**config.mk**
```make
export PLATFORM = sky130hd
export DESIGN_NAME = casu_update_engine_flat
export DESIGN_NICKNAME = d
export VERILOG_FILES = /design/src/rtl/casu_pkg.sv /design/src/rtl/casu_update_engine_if.sv /design/src/rtl/casu_range_check.sv /design/src/rtl/casu_update_engine.sv /design/src/flat_wrapper.sv
export SDC_FILE = /design/constraint.sdc
export NUM_CORES = 1
export LEC_CHECK = 0
export CORE_MARGIN = 2
export CORE_UTILIZATION = 54
export CTS_CLUSTER_DIAMETER = 30
export DETAILED_ROUTE_END_ITERATION = 10
export PLACE_DENSITY = 0.82
export SKIP_CTS_REPAIR_TIMING = 1
export SYNTH_ARGS = -nofsm -noshare
export SYNTH_HDL_FRONTEND = slang
export SYNTH_SLANG_ARGS = --single-unit
export TNS_END_PERCENT = 100
```
**constraint.sdc**
```tcl
create_clock -name clk -period 8.9 [get_ports clk]
set_input_delay 0.89 -clock clk [delete_from_list [all_inputs] [get_ports clk]]
set_output_delay 0.89 -clock clk [all_outputs]
set_load 0.005 [all_outputs]
```
**src/rtl/casu_pkg.sv**
```systemverilog
// Shared constants and types for the CASU update path (engine and monitor).
package casu_pkg;

  typedef enum logic [2:0] {
    StIdle,
    StRd,
    StWr,
    StDone,
    StErr
  } casu_state_e;

  localparam logic [15:0] SmemBase  = 16'hA000;
  localparam logic [15:0] SmemSize  = 16'h4000;
  localparam logic [15:0] StageBase = 16'h8000;
  localparam logic [15:0] StageSize = 16'h1000;
  localparam logic [15:0] MaxWords  = 16'h0800;
  localparam logic [15:0] ErMinDef  = 16'hE000;
  localparam logic [15:0] ErMaxDef  = 16'hFFDF;
  localparam logic [15:0] WordStep  = 16'd2;

  function automatic logic [15:0] word_addr(input logic [15:0] base, input logic [15:0] idx);
    return base + idx * WordStep;
  endfunction

endpackage

```
**src/rtl/casu_update_engine_if.sv**
```systemverilog
// Request/acknowledge memory port between the update engine and memory.
interface casu_update_engine_if;
  logic        mem_req;
  logic        mem_we;
  logic [15:0] mem_addr;
  logic [15:0] mem_wdata;
  logic        mem_ack;
  logic [15:0] mem_rdata;

  modport master (
    output mem_req, mem_we, mem_addr, mem_wdata,
    input  mem_ack, mem_rdata
  );

  modport slave (
    input  mem_req, mem_we, mem_addr, mem_wdata,
    output mem_ack, mem_rdata
  );
endinterface

```
**src/rtl/casu_range_check.sv**
```systemverilog
// Checks that [base, base+2*len_words-1] lies within [win_lo, win_hi] without address wrap.
module casu_range_check (
  input  logic [15:0] base,
  input  logic [15:0] len_words,
  input  logic [15:0] win_lo,
  input  logic [15:0] win_hi,
  output logic        in_range
);

  logic [17:0] end_addr;

  // Extra high bits catch any carry out of the 16-bit address space.
  always_comb begin
    end_addr = {2'b00, base} + {1'b0, len_words, 1'b0} - 18'd1;
    in_range = (len_words != 16'd0) && (base >= win_lo) &&
               (end_addr[17:16] == 2'b00) && (end_addr[15:0] <= win_hi);
  end

endmodule

```
**src/rtl/casu_update_engine.sv**
```systemverilog
// Trusted staging-to-ER copy engine; the only sanctioned writer of the executable region.
module casu_update_engine
  import casu_pkg::*;
#(
  parameter logic [15:0] SMEM_BASE  = SmemBase,
  parameter logic [15:0] SMEM_SIZE  = SmemSize,
  parameter logic [15:0] STAGE_BASE = StageBase,
  parameter logic [15:0] STAGE_SIZE = StageSize,
  parameter logic [15:0] MAX_WORDS  = MaxWords
) (
  input  logic                        clk,
  input  logic                        reset,
  input  logic [15:0]                 pc,
  input  logic                        start,
  input  logic [15:0]                 src_base,
  input  logic [15:0]                 dst_base,
  input  logic [15:0]                 len_words,
  input  logic [15:0]                 ER_min,
  input  logic [15:0]                 ER_max,
  input  logic                        kill,
  casu_update_engine_if.master        mem,
  output logic                        busy,
  output logic                        done,
  output logic                        err,
  output logic                        er_wr_active
);

  localparam logic [15:0] StageHi = STAGE_BASE + STAGE_SIZE - 16'd1;
  localparam logic [16:0] PcHi    = {1'b0, SMEM_BASE} + {1'b0, SMEM_SIZE} - 17'd2;

  casu_state_e state_q, state_d;
  logic [15:0] src_q, src_d;
  logic [15:0] dst_q, dst_d;
  logic [15:0] len_q, len_d;
  logic [15:0] idx_q, idx_d;
  logic        err_q, err_d;
  logic        mem_req_q, mem_req_d;
  logic        mem_we_q, mem_we_d;
  logic [15:0] mem_addr_q, mem_addr_d;
  logic [15:0] mem_wdata_q, mem_wdata_d;

  logic src_ok, dst_ok, pc_ok, len_ok, cmd_valid, beat;

  casu_range_check u_src_check (
    .base      (src_base),
    .len_words (len_words),
    .win_lo    (STAGE_BASE),
    .win_hi    (StageHi),
    .in_range  (src_ok)
  );

  casu_range_check u_dst_check (
    .base      (dst_base),
    .len_words (len_words),
    .win_lo    (ER_min),
    .win_hi    (ER_max),
    .in_range  (dst_ok)
  );

  always_comb begin
    pc_ok     = (pc >= SMEM_BASE) && ({1'b0, pc} <= PcHi);
    len_ok    = (len_words != 16'd0) && (len_words <= MAX_WORDS);
    cmd_valid = pc_ok && len_ok && !src_base[0] && !dst_base[0] && src_ok && dst_ok;
    beat      = mem_req_q && mem.mem_ack;
  end

  always_comb begin
    state_d     = state_q;
    src_d       = src_q;
    dst_d       = dst_q;
    len_d       = len_q;
    idx_d       = idx_q;
    err_d       = err_q;
    mem_wdata_d = mem_wdata_q;

    unique case (state_q)
      StIdle: begin
        // A simultaneous kill drops the command without flagging an error.
        if (start && !kill) begin
          if (cmd_valid) begin
            src_d   = src_base;
            dst_d   = dst_base;
            len_d   = len_words;
            idx_d   = 16'd0;
            err_d   = 1'b0;
            state_d = StRd;
          end else begin
            err_d   = 1'b1;
            state_d = StErr;
          end
        end
      end
      StRd: begin
        if (beat) begin
          mem_wdata_d = mem.mem_rdata;
          state_d     = StWr;
        end
      end
      StWr: begin
        if (beat) begin
          idx_d   = idx_q + 16'd1;
          state_d = (idx_q + 16'd1 == len_q) ? StDone : StRd;
        end
      end
      StDone:  state_d = StIdle;
      StErr:   state_d = StIdle;
      default: state_d = StIdle;
    endcase

    if (kill && state_q != StIdle) begin
      state_d = StErr;
      err_d   = 1'b1;
    end

    // Request outputs are registered from the next state so they line up with it.
    mem_req_d  = (state_d == StRd) || (state_d == StWr);
    mem_we_d   = (state_d == StWr);
    mem_addr_d = mem_addr_q;
    if (state_d == StRd) begin
      mem_addr_d = word_addr(src_d, idx_d);
    end else if (state_d == StWr) begin
      mem_addr_d = word_addr(dst_d, idx_d);
    end
  end

  always_ff @(posedge clk) begin
    if (reset) begin
      state_q     <= StIdle;
      src_q       <= 16'd0;
      dst_q       <= 16'd0;
      len_q       <= 16'd0;
      idx_q       <= 16'd0;
      err_q       <= 1'b0;
      mem_req_q   <= 1'b0;
      mem_we_q    <= 1'b0;
      mem_addr_q  <= 16'd0;
      mem_wdata_q <= 16'd0;
    end else begin
      state_q     <= state_d;
      src_q       <= src_d;
      dst_q       <= dst_d;
      len_q       <= len_d;
      idx_q       <= idx_d;
      err_q       <= err_d;
      mem_req_q   <= mem_req_d;
      mem_we_q    <= mem_we_d;
      mem_addr_q  <= mem_addr_d;
      mem_wdata_q <= mem_wdata_d;
    end
  end

  // Kill must stop an in-flight request within the same cycle.
  assign mem.mem_req   = mem_req_q && !kill;
  assign mem.mem_we    = mem_we_q;
  assign mem.mem_addr  = mem_addr_q;
  assign mem.mem_wdata = mem_wdata_q;

  assign busy         = (state_q == StRd) || (state_q == StWr) || (state_q == StDone);
  assign done         = (state_q == StDone);
  assign err          = err_q;
  assign er_wr_active = (state_q == StWr) && !kill;

endmodule
```
**src/flat_wrapper.sv**
```systemverilog
// flat-port wrapper written by rule: the top's interface ports become plain ports
module casu_update_engine_flat import casu_pkg::*;
#(
  parameter logic [15:0] SMEM_BASE  = SmemBase,
  parameter logic [15:0] SMEM_SIZE  = SmemSize,
  parameter logic [15:0] STAGE_BASE = StageBase,
  parameter logic [15:0] STAGE_SIZE = StageSize,
  parameter logic [15:0] MAX_WORDS  = MaxWords
)
  (clk, reset, pc, start, src_base, dst_base, len_words, ER_min, ER_max, kill, busy, done, err, er_wr_active, mem_mem_req, mem_mem_we, mem_mem_addr, mem_mem_wdata, mem_mem_ack, mem_mem_rdata);
  casu_update_engine_if mem_i ();
  input  logic clk;
  input  logic reset;
  input  logic [15:0] pc;
  input  logic start;
  input  logic [15:0] src_base;
  input  logic [15:0] dst_base;
  input  logic [15:0] len_words;
  input  logic [15:0] ER_min;
  input  logic [15:0] ER_max;
  input  logic kill;
  output logic busy;
  output logic done;
  output logic err;
  output logic er_wr_active;
  output wire logic [$bits(mem_i.mem_req)-1:0] mem_mem_req;
  output wire logic [$bits(mem_i.mem_we)-1:0] mem_mem_we;
  output wire logic [$bits(mem_i.mem_addr)-1:0] mem_mem_addr;
  output wire logic [$bits(mem_i.mem_wdata)-1:0] mem_mem_wdata;
  input wire logic [$bits(mem_i.mem_ack)-1:0] mem_mem_ack;
  input wire logic [$bits(mem_i.mem_rdata)-1:0] mem_mem_rdata;
  assign mem_mem_req = mem_i.mem_req;
  assign mem_mem_we = mem_i.mem_we;
  assign mem_mem_addr = mem_i.mem_addr;
  assign mem_mem_wdata = mem_i.mem_wdata;
  assign mem_i.mem_ack = mem_mem_ack;
  assign mem_i.mem_rdata = mem_mem_rdata;
  casu_update_engine #(.SMEM_BASE(SMEM_BASE), .SMEM_SIZE(SMEM_SIZE), .STAGE_BASE(STAGE_BASE), .STAGE_SIZE(STAGE_SIZE), .MAX_WORDS(MAX_WORDS)) u_core (.clk(clk), .reset(reset), .pc(pc), .start(start), .src_base(src_base), .dst_base(dst_base), .len_words(len_words), .ER_min(ER_min), .ER_max(ER_max), .kill(kill), .mem(mem_i), .busy(busy), .done(done), .err(err), .er_wr_active(er_wr_active));
endmodule
```
==> results of run 1 <==
==> layout make-up <==
cell class | instances | area [um2]
clock buffers | 9 | 225
clock inverters | 7 | 52.6
fillers | 1285 | 4650
inverters | 159 | 597
multi-input cells | 809 | 5720
flip-flops and latches | 102 | 2040
well taps | 211 | 264
repair buffers | 184 | 1770
==> power by group <==
group / switching [mW] / leakage [nW] / internal [mW]
registers: 0.000764 / 0.821 / 0.457
logic: 0.184 / 3.97 / 0.162
clock network: 0.185 / 0.137 / 0.193
total: 0.369 / 4.93 / 0.812
==> cells in the mapped netlist, drive strengths merged (4+ instances only) <==
| cell type | n |
|---|---|
| o211ai | 6 |
| a21oi | 104 |
| dfxtp | 102 |
| o21ai | 32 |
| a2111oi | 8 |
| nor4 | 14 |
| or3 | 10 |
| nor3 | 16 |
| a31oi | 17 |
| nand3 | 15 |
| clkbuf | 24 |
| or2 | 4 |
| and3 | 8 |
| nand2b | 9 |
| o21a | 14 |
| o31ai | 5 |
| mux2i | 59 |
| nor2b | 11 |
| nand2 | 96 |
| xnor2 | 30 |
| o2111ai | 4 |
| nand4 | 14 |
| ha | 108 |
| a21o | 9 |
| inv | 159 |
| xor2 | 18 |
| and2 | 15 |
| buf | 21 |
| a2111o | 4 |
| nor2 | 122 |
| a211oi | 7 |
==> worst max path at each step <==
stage	start	endpoint	slack, ps	cells past startpoint
2_1_floorplan	dst_base[2]	u_core.mem.mem_addr[15]	940	38
3_3_place_gp	len_words[1]	u_core.mem.mem_addr[15]	240	40
3_5_place_dp	len_words[0]	u_core.mem.mem_addr[15]	-20	39
4_1_cts	len_words[0]	u_core.mem.mem_addr[15]	290	39
5_1_grt	dst_base[5]	u_core.mem.mem_addr[14]	-20	37
6_report	len_words[0]	u_core.mem.mem_addr[15]	470	40
==> worst max-delay path: cells and delay by family <==
kind,cells,cell delay (ps)
AND/OR/NAND/NOR,7,1250
buffers and inverters,8,1410
adder cells (fa/ha/maj),6,1610
multiplexers,2,310
XOR/XNOR,2,180
AO/OA/AOI/OAI,15,3020
==> sequential cells by signal, indices dropped and copies added, names as in the netlist <==
| register | count |
|---|---|
| u_core.dst_q | 16 |
| u_core.err | 1 |
| u_core.idx_q | 16 |
| u_core.len_q | 16 |
| u_core.mem.mem_addr | 16 |
| u_core.mem.mem_wdata | 16 |
| u_core.mem.mem_we | 1 |
| u_core.mem_req_q | 1 |
| u_core.src_q | 16 |
| u_core.state_q | 3 |
==> layer usage <==
layer,up-vias,global-route usage,share of wire
met4,0,0.110,0.033
li1,4132,-,-
met3,55,0.0377,0.055
met2,295,0.514,0.49
met1,3909,0.365,0.42
met5,-,0,0
==> stage by stage <==
stage                util  TNS (ps)  hold slack [ps]
CTS                 0.694         0              455
detailed placement  0.676     -20.2              445
global route        0.697     -35.1              478
finish              0.697         0              454
floorplan               -         0              424
global placement    0.676         0              441
==> cell usage in the layout (no fill, tap or decap), types with 4 or more instances in the layout <==
cell type                         instances
sky130_fd_sc_hd__nor2b_1                 11
sky130_fd_sc_hd__a211oi_1                 7
sky130_fd_sc_hd__a21o_1                   9
sky130_fd_sc_hd__or3_1                   10
sky130_fd_sc_hd__o211ai_1                 4
sky130_fd_sc_hd__o21ai_1                  7
sky130_fd_sc_hd__o21a_1                  14
sky130_fd_sc_hd__inv_6                    4
sky130_fd_sc_hd__clkbuf_16                9
sky130_fd_sc_hd__mux2i_1                 58
sky130_fd_sc_hd__inv_1                  159
sky130_fd_sc_hd__nand2b_1                 9
sky130_fd_sc_hd__a2111o_1                 4
sky130_fd_sc_hd__a31oi_1                 17
sky130_fd_sc_hd__o31ai_1                  4
sky130_fd_sc_hd__nor4_1                  12
sky130_fd_sc_hd__dfxtp_1                102
sky130_fd_sc_hd__buf_4                   29
sky130_fd_sc_hd__nand4_1                 13
sky130_fd_sc_hd__xor2_1                  18
sky130_fd_sc_hd__nand3_1                 13
sky130_fd_sc_hd__a2111oi_2                4
sky130_fd_sc_hd__nor2_1                 121
sky130_fd_sc_hd__and2_1                  15
sky130_fd_sc_hd__nand2_1                 96
sky130_fd_sc_hd__ha_1                   108
sky130_fd_sc_hd__xnor2_1                 30
sky130_fd_sc_hd__o21ai_0                 25
sky130_fd_sc_hd__o2111ai_1                4
sky130_fd_sc_hd__clkdlybuf4s50_1        153
sky130_fd_sc_hd__and3_1                   8
sky130_fd_sc_hd__nor3_1                  16
sky130_fd_sc_hd__a21oi_1                104
==> kinds of logic after synthesis <==
kind of cell,Yosys count,synth area share
AND/OR/NAND/NOR,346,0.192
AO/OA/AOI/OAI,243,0.186
XOR/XNOR,48,0.0492
flip-flops,102,0.239
buffers and inverters,204,0.0960
adder cells (fa/ha/maj),112,0.166
multiplexers,60,0.0705
==> results.toml, run 1 <==
[clocking]
clkLatencyLatePin_ps = 360
tritoncts = "yes"
numCtsBuffers = 9
cts_htree_levels = 3
cts-root-buf = "sky130_fd_sc_hd__clkbuf_16"
clkSlewWorstSetupHoldPaths_ps = 70
cts_buffer_depth = 2
cts_sinks = 102

[sta]
fin_skew_ps = 7.86
timing_max_transition_violations_final = 0
hold_violations = 0
final.period_utilization = 0.947
worst_pin_slew_ps = 995
slew_headroom = 0.337
postLayoutSetupSlackWorst_ps = 472
final-setup-viol-count = 0
clock.fmax_mhz = 119
min_period_ps = 8430

[route]
post_drt_via_cell_ratio = 5.67
drt_iter0_markers = 682
wl_per_cell_um = 16.4
ant_nets = 0
routed-via-count = 8391
total_routed_wirelength_mm = 24.3
drt_pass1_iterations = 5
remaining_drc_errors = 0

[global_routing]
grt_first_pass_wirelength_mm = 39.2
antenna_found_initial = 0
via_count_of_the_first_global_routing_pass = 8102
grt_start_max_net_pins = 86
grt_use_total = 0.292
global_route.overflow_total = 0

[placed_design]
placedCellCount = 1464
postPlaceCellArea_um2 = 10300
final_gp_congestion = 0.984
post-place-ws_ps = -20.2
place_hpwl_mm = 19.6
portBuffers = 154

[synthesis]
synth-warning-count = 0
synth_area_um2 = 8540
syn_area_per_cell_um2 = 7.66
synth_enable_flop_cells = 0
synth_cell_type_count = 74
dominant_cells_by_area_after_synthesis = "sky130_fd_sc_hd__dfxtp_1 24%, sky130_fd_sc_hd__ha_1 16%, sky130_fd_sc_hd__inv_1 7.0%, sky130_fd_sc_hd__mux2i_1 6.9%, sky130_fd_sc_hd__a21oi_1 6.1%"
postSynthRegisterBits = 102
synth_async_sr_flop_share = 0
netlist_instances = 1115
postSynthNetCount = 1343
synth_top_cell_by_area = "sky130_fd_sc_hd__dfxtp_1"
synth_largest_type_area_fraction = 0.239
yosysSeqAreaShare = 0.239
ys.flop_type = "sky130_fd_sc_hd__dfxtp_1"

[run_status]
outcome = "complete, no violations"

[die]
design.portCount = 155
initial_standard_cell_utilization_of_the_core = 0.558
die_height_um = 130
fp.coreArea_um2 = 15300
dieArea_um2 = 16800
die_width_um = 130
rows = 45

[power]
total_power_mw = 1.18
power-per-cell-area_nw_per_um2 = 111
static-leakage-power_nw = 4.93
max-vdd-ir-drop_v = 0.0000757

[worst_setup_path]
critPathRequiredTime_ps = 9160
timing.rr.end = "u_core.mem.mem_addr[14]"
critPathArrivalTime_ps = 8690
timing.reg2reg.worst_path_depth = 21
worst-path-max-fanout = 7
critical_path.startpoint_type = "input pin"
worst_path_max_delay_cell = "sky130_fd_sc_hd__clkdlybuf4s50_1"
slowest_delay_ps = 540
critPathCaptureType = "flop"
worst-r2r-setup-slack_ps = 3070
r2r-start = "u_core.idx_q[0]"
worst-setup-path-type = "in -> reg"

[cells_and_area]
final_area_um2 = 10700
synthToLayoutAreaGrowth_pct = 24.9
drive_above_1_share = 0.0551
antenna_cells_inserted = 0
finish.cell_count_without_fillers = 1481
nets = 1493

[hold_path]
hold_path_class = "reg -> reg"
min_from = "u_core.mem.mem_wdata[2]"
hold-path-endpoint = "u_core.mem.mem_wdata[2]"
holdPathStages = 2

[flow_run]
max_cap_violations = 0
No activity file was read; power rests on OpenSTA's default activity.
==> inputs of run 2 (changes only) <==
--- a/config.mk
+++ b/config.mk
@@ -5,6 +5,7 @@
 export SDC_FILE = /design/constraint.sdc
 export NUM_CORES = 1
 export LEC_CHECK = 0
+export CAP_MARGIN = 40
 export CORE_MARGIN = 2
 export CORE_UTILIZATION = 54
 export CTS_CLUSTER_DIAMETER = 30
==> run 2 against run 1 <==
Effect of this change: clock skew shrank 1.6 ps; largest cell class unchanged; fmax shrank 0.28%; die area is the same; critical endpoint unchanged; setup slack lost 23 ps; critical path depth shrank 1; total power grew 2.3%; count of clock-buffer cells in the layout is the same.
==> results.toml, run 2 (synthesis gave the netlist of run 1 again) <==
[cells_and_area]
drive_above_1_share = 0.0550
mostFrequentLayoutCell = "sky130_fd_sc_hd__inv_1"
antenna_cells_inserted = 0
nets = 1495
synthToLayoutAreaGrowth_pct = 25.6
mostFrequentLayoutCells = "159 x sky130_fd_sc_hd__inv_1, 153 x sky130_fd_sc_hd__clkdlybuf4s50_1, 121 x sky130_fd_sc_hd__nor2_1"

[sta]
worst_pin_slew_ps = 673
hold-worst-slack_ps = 453
hold_violations = 0
min_period_ps = 8450
postLayoutSetupSlackWorst_ps = 448
slew_headroom = 0.540
fin_skew_ps = 6.26
timing_max_transition_violations_final = 0
final.period_utilization = 0.950
clock.fmax_mhz = 118
final-setup-viol-count = 0

[die]
dieArea_um2 = 16800
design.portCount = 155
rows = 45
die_width_um = 130
die_height_um = 130
initial_standard_cell_utilization_of_the_core = 0.558
fp.coreArea_um2 = 15300

[hold_path]
min_from = "u_core.mem.mem_wdata[2]"
hold-path-endpoint = "u_core.mem.mem_wdata[2]"
holdPathStages = 2
hold_path_class = "reg -> reg"

[placed_design]
post-place-ws_ps = -2.02
portBuffers = 154
place_hpwl_mm = 19.7
final_gp_congestion = 0.984

[worst_setup_path]
timing.rr.end = "u_core.mem.mem_addr[15]"
critPathRequiredTime_ps = 9160
worst-r2r-setup-slack_ps = 3000
r2r-start = "u_core.idx_q[0]"
worst_path_max_delay_cell = "sky130_fd_sc_hd__clkdlybuf4s50_1"
critPathArrivalTime_ps = 8720
critPathCaptureType = "flop"
worst_path_dominant_cell_family = "compound AO/OA/AOI/OAI gates"
worst-setup-path-type = "in -> reg"
critical_path.startpoint_type = "input pin"
cp.buffers_inverters = 6
slowest_delay_ps = 540
timing.reg2reg.worst_path_depth = 23
worst-path-max-fanout = 7

[power]
power.clock.fraction = 0.335
static-leakage-power_nw = 4.96
power-per-cell-area_nw_per_um2 = 113
pwr-share-seq = 0.378
switching_power_mw = 0.367
max-vdd-ir-drop_v = 0.0000816
cell_internal_pwr_mw = 0.842
power.switching_fraction = 0.304
p_comb_frac = 0.286

[clocking]
numCtsBuffers = 9
cts_sinks = 102
cts_htree_levels = 3
cts_buffer_depth = 2
tritoncts = "yes"
clkSlewWorstSetupHoldPaths_ps = 70
cts-root-buf = "sky130_fd_sc_hd__clkbuf_16"
clkLatencyLatePin_ps = 350

[global_routing]
antenna_found_initial = 0
grt_first_pass_wirelength_mm = 39.3
grt_start_max_net_pins = 58
grt_use_total = 0.294
via_count_of_the_first_global_routing_pass = 8040
global_route.overflow_total = 0

[route]
wl_per_cell_um = 16.5
post_drt_via_cell_ratio = 5.63
drt_iter0_markers = 700
total_routed_wirelength_mm = 24.5
drt_pass1_iterations = 5
ant_nets = 0
routed-via-count = 8356
remaining_drc_errors = 0

[run_status]
outcome = "complete, no violations"

[flow_run]
max_cap_violations = 0
-- run 2: cell types whose count changed in the layout (fill, tap and decap cells not counted), sizes merged --
cell / previous run / this run
buf: 31 / 33
bufinv: 0 / 1
clkinv: 2 / 1
-- run 2: metrics by stage --
step	std cells	cell area (um2)	TNS, ps	util	power [mW]
3_3_place_gp	1464	10300	0	0.676	0.800
2_1_floorplan	1115	8540	0	-	0.676
3_5_place_dp	1466	10400	-2.02	0.679	0.808
4_1_cts	1482	10700	0	0.698	1.21
6_report	1483	10700	0	0.700	1.21
5_1_grt	1483	10700	-63.3	0.700	1.27
-- run 2: how the worst max path moves through the flow --
stage / from / slack (ps) / to / cells after the start
after floorplan: dst_base[2] / 940 / u_core.mem.mem_addr[15] / 38
after global placement: len_words[1] / 240 / u_core.mem.mem_addr[15] / 40
after detailed placement: len_words[1] / -2 / u_core.mem.mem_addr[15] / 40
after CTS: len_words[0] / 330 / u_core.mem.mem_addr[15] / 39
after global routing: dst_base[5] / -50 / u_core.mem.mem_addr[15] / 40
final: dst_base[5] / 450 / u_core.mem.mem_addr[15] / 39
-- run 2: cell type report --
| cell class | count | area [um2] |
|---|---|---|
| multi-input combinational | 809 | 5710 |
| fill | 1286 | 4590 |
| sequential | 102 | 2040 |
| timing repair buffer | 186 | 1810 |
| inverter | 159 | 597 |
| tap | 211 | 264 |
| clock buffer | 9 | 225 |
| clock inverter | 7 | 77.6 |
-- run 2: per-layer routing --
layer | global-route usage | wire, um
met2 | 0.513 | 12100
met3 | 0.0299 | 1230
met5 | 0 | 0
met1 | 0.375 | 10300
met4 | 0.115 | 845
-- run 2: power by group through the flow --
stage | Combinational, mW | Clock [mW] | Sequential (mW)
floorplan | 0.208 | 0 | 0.468
global placement | 0.332 | 0 | 0.468
detailed placement | 0.340 | 0 | 0.468
CTS | 0.343 | 0.409 | 0.457
global route | 0.386 | 0.431 | 0.457
finish | 0.346 | 0.405 | 0.457
-- run 2: worst reg2reg max path, delay by kind of cell, from the launching register on --
kind | cells | cell delay [ps]
XOR/XNOR | 2 | 190
adder cells (fa/ha/maj) | 2 | 650
AO/OA/AOI/OAI | 10 | 2170
buffers and inverters | 2 | 520
AND/OR/NAND/NOR | 5 | 1430
flip-flops | 1 | 450
multiplexers | 2 | 390
==> inputs of run 3 (changes only) <==
--- a/config.mk
+++ b/config.mk
@@ -7,11 +7,13 @@
 export LEC_CHECK = 0
 export CAP_MARGIN = 40
 export CORE_MARGIN = 2
-export CORE_UTILIZATION = 54
-export CTS_CLUSTER_DIAMETER = 30
+export CORE_UTILIZATION = 55
+export CTS_BUF_LIST = sky130_fd_sc_hd__clkbuf_4 sky130_fd_sc_hd__clkbuf_8
+export CTS_CLUSTER_DIAMETER = 100
 export DETAILED_ROUTE_END_ITERATION = 10
-export PLACE_DENSITY = 0.82
+export PLACE_DENSITY = 0.83
 export SKIP_CTS_REPAIR_TIMING = 1
+export SLEW_MARGIN = 20
 export SYNTH_ARGS = -nofsm -noshare
 export SYNTH_HDL_FRONTEND = slang
 export SYNTH_SLANG_ARGS = --single-unit
==> run 3 against run 2 <==
Effect of this change: flip-flop and latch count is the same; non-clock buffer count shrank 2; largest cell class unchanged; critical endpoint is now u_core.mem.mem_addr[14]; design area shrank 1.7%; setup slack gained 100 ps.
==> results.toml, run 3 (synthesis gave the netlist of run 1 again) <==
[global_routing]
global_route.overflow_total = 0
via_count_of_the_first_global_routing_pass = 7864
grt_use_total = 0.292
antenna_found_initial = 0
grt_first_pass_wirelength_mm = 38.7
grt_start_max_net_pins = 76

[power]
power.clock.fraction = 0.265
pwr-share-seq = 0.419
static-leakage-power_nw = 4.88
max-vdd-ir-drop_v = 0.0000726
cell_internal_pwr_mw = 0.735
p_comb_frac = 0.316
total_power_mw = 1.09
switching_power_mw = 0.357
power.switching_fraction = 0.327
power-per-cell-area_nw_per_um2 = 103

[worst_setup_path]
critPathCaptureType = "flop"
critPathArrivalTime_ps = 8630
cp.buffers_inverters = 6
cpMostUsedCell = "sky130_fd_sc_hd__ha_1"
critPathRequiredTime_ps = 9180
worst-setup-path-type = "in -> reg"
worst_path_dominant_cell_family = "compound AO/OA/AOI/OAI gates"
worst_path_max_delay_cell = "sky130_fd_sc_hd__clkdlybuf4s50_1"
slowest_delay_ps = 570
critical_path.startpoint_type = "input pin"
worst-path-max-fanout = 6

[sta]
grt_setup_unrepaired = "no"
clock.fmax_mhz = 120
worst_pin_slew_ps = 818
min_period_ps = 8350
final-setup-viol-count = 0
timing_max_transition_violations_final = 0
final.period_utilization = 0.938
slew_headroom = 0.440
fin_skew_ps = 13.5
hold_violations = 0
hold-worst-slack_ps = 454
finalSetupTns_ps = 0

[die]
dieArea_um2 = 16500
design.portCount = 155
die_width_um = 129
die_height_um = 129
initial_standard_cell_utilization_of_the_core = 0.562
rows = 45
fp.coreArea_um2 = 15200

[clocking]
numCtsBuffers = 9
cts_sinks = 102
tritoncts = "yes"
clkLatencyLatePin_ps = 380
cts_buffer_depth = 2
cts_htree_levels = 3
clkSlewWorstSetupHoldPaths_ps = 110
cts-root-buf = "sky130_fd_sc_hd__clkbuf_8"

[run_status]
outcome = "complete, no violations"

[placed_design]
portBuffers = 154
place_hpwl_mm = 19.6
final_gp_congestion = 1.06
postPlaceCellArea_um2 = 10300

[cells_and_area]
final_core_util = 0.694
nets = 1493
fillerInstances = 1263
antenna_cells_inserted = 0
final_area_um2 = 10500
synthToLayoutAreaGrowth_pct = 23.5
mostFrequentLayoutCells = "159 x sky130_fd_sc_hd__inv_1, 153 x sky130_fd_sc_hd__clkdlybuf4s50_1, 121 x sky130_fd_sc_hd__nor2_1"
mostFrequentLayoutCell = "sky130_fd_sc_hd__inv_1"
drive_above_1_share = 0.0520

[route]
ant_nets = 0
wl_per_cell_um = 16.5
post_drt_via_cell_ratio = 5.71
routed-via-count = 8321
drt_iter0_markers = 765
remaining_drc_errors = 0
total_routed_wirelength_mm = 24.1
drt_pass1_iterations = 6

[hold_path]
hold_path_class = "reg -> reg"

[flow_run]
max_cap_violations = 0
-- run 3: changes by cell type in the layout (fill, tap and decap cells not counted), moves of 2 or more --
cell	delta
sky130_fd_sc_hd__clkbuf_8	+10
sky130_fd_sc_hd__clkbuf_16	-9
sky130_fd_sc_hd__inv_6	-3
sky130_fd_sc_hd__a2111oi_2	-2
sky130_fd_sc_hd__clkinv_4	+2
-- run 3: final cells by class --
class                           count  area [um2]  share of cell area
Clock inverter                      5        42.5             0.00403
Timing Repair Buffer              184        1770               0.168
Inverter                          159         597              0.0566
Sequential cell                   102        2040               0.194
Multi-Input combinational cell    809        5710               0.542
Tap cell                          188         235              0.0223
Clock buffer                       11         145              0.0138
-- run 3: tightest hold or removal path, stage by stage (launching register included) --
cell and delay, ps:
sky130_fd_sc_hd__dfxtp_1 320, sky130_fd_sc_hd__inv_1 60, sky130_fd_sc_hd__nor3_1 50
-- run 3: worst paths after layout --
| path | startpoint | endpoint | slack (ps) | cells after the start |
|---|---|---|---|---|
| max | len_words[4] | u_core.mem.mem_addr[14] | 550 | 38 |
| min | u_core.src_q[0] | u_core.src_q[0] | 450 | 2 |
| max reg2reg | u_core.idx_q[0] | u_core.mem.mem_addr[14] | 2950 | 21 |
| min reg2reg | u_core.src_q[0] | u_core.src_q[0] | 450 | 2 |
-- run 3: through the flow --
step	cells	worst slack (ps)
floorplan	1115	941
global placement	1440	255
detailed placement	1442	147
CTS	1458	495
global route	1458	33.8
finish	1458	549
-- run 3: power by group through the flow --
stage | sequential (mW) | clock, mW | combinational, mW
after floorplan | 0.468 | 0 | 0.208
after global placement | 0.468 | 0 | 0.331
after detailed placement | 0.468 | 0 | 0.337
after CTS | 0.457 | 0.290 | 0.339
after global routing | 0.458 | 0.310 | 0.384
final | 0.457 | 0.289 | 0.345
-- run 3: routing by layer --
metal / routed length, um / global-route usage / vias to the layer above
met4: 888 / 0.114 / 0
li1: - / - / 4132
met3: 1400 / 0.0383 / 59
met2: 11400 / 0.496 / 321
met1: 10400 / 0.377 / 3809
met5: 0 / 0 / -
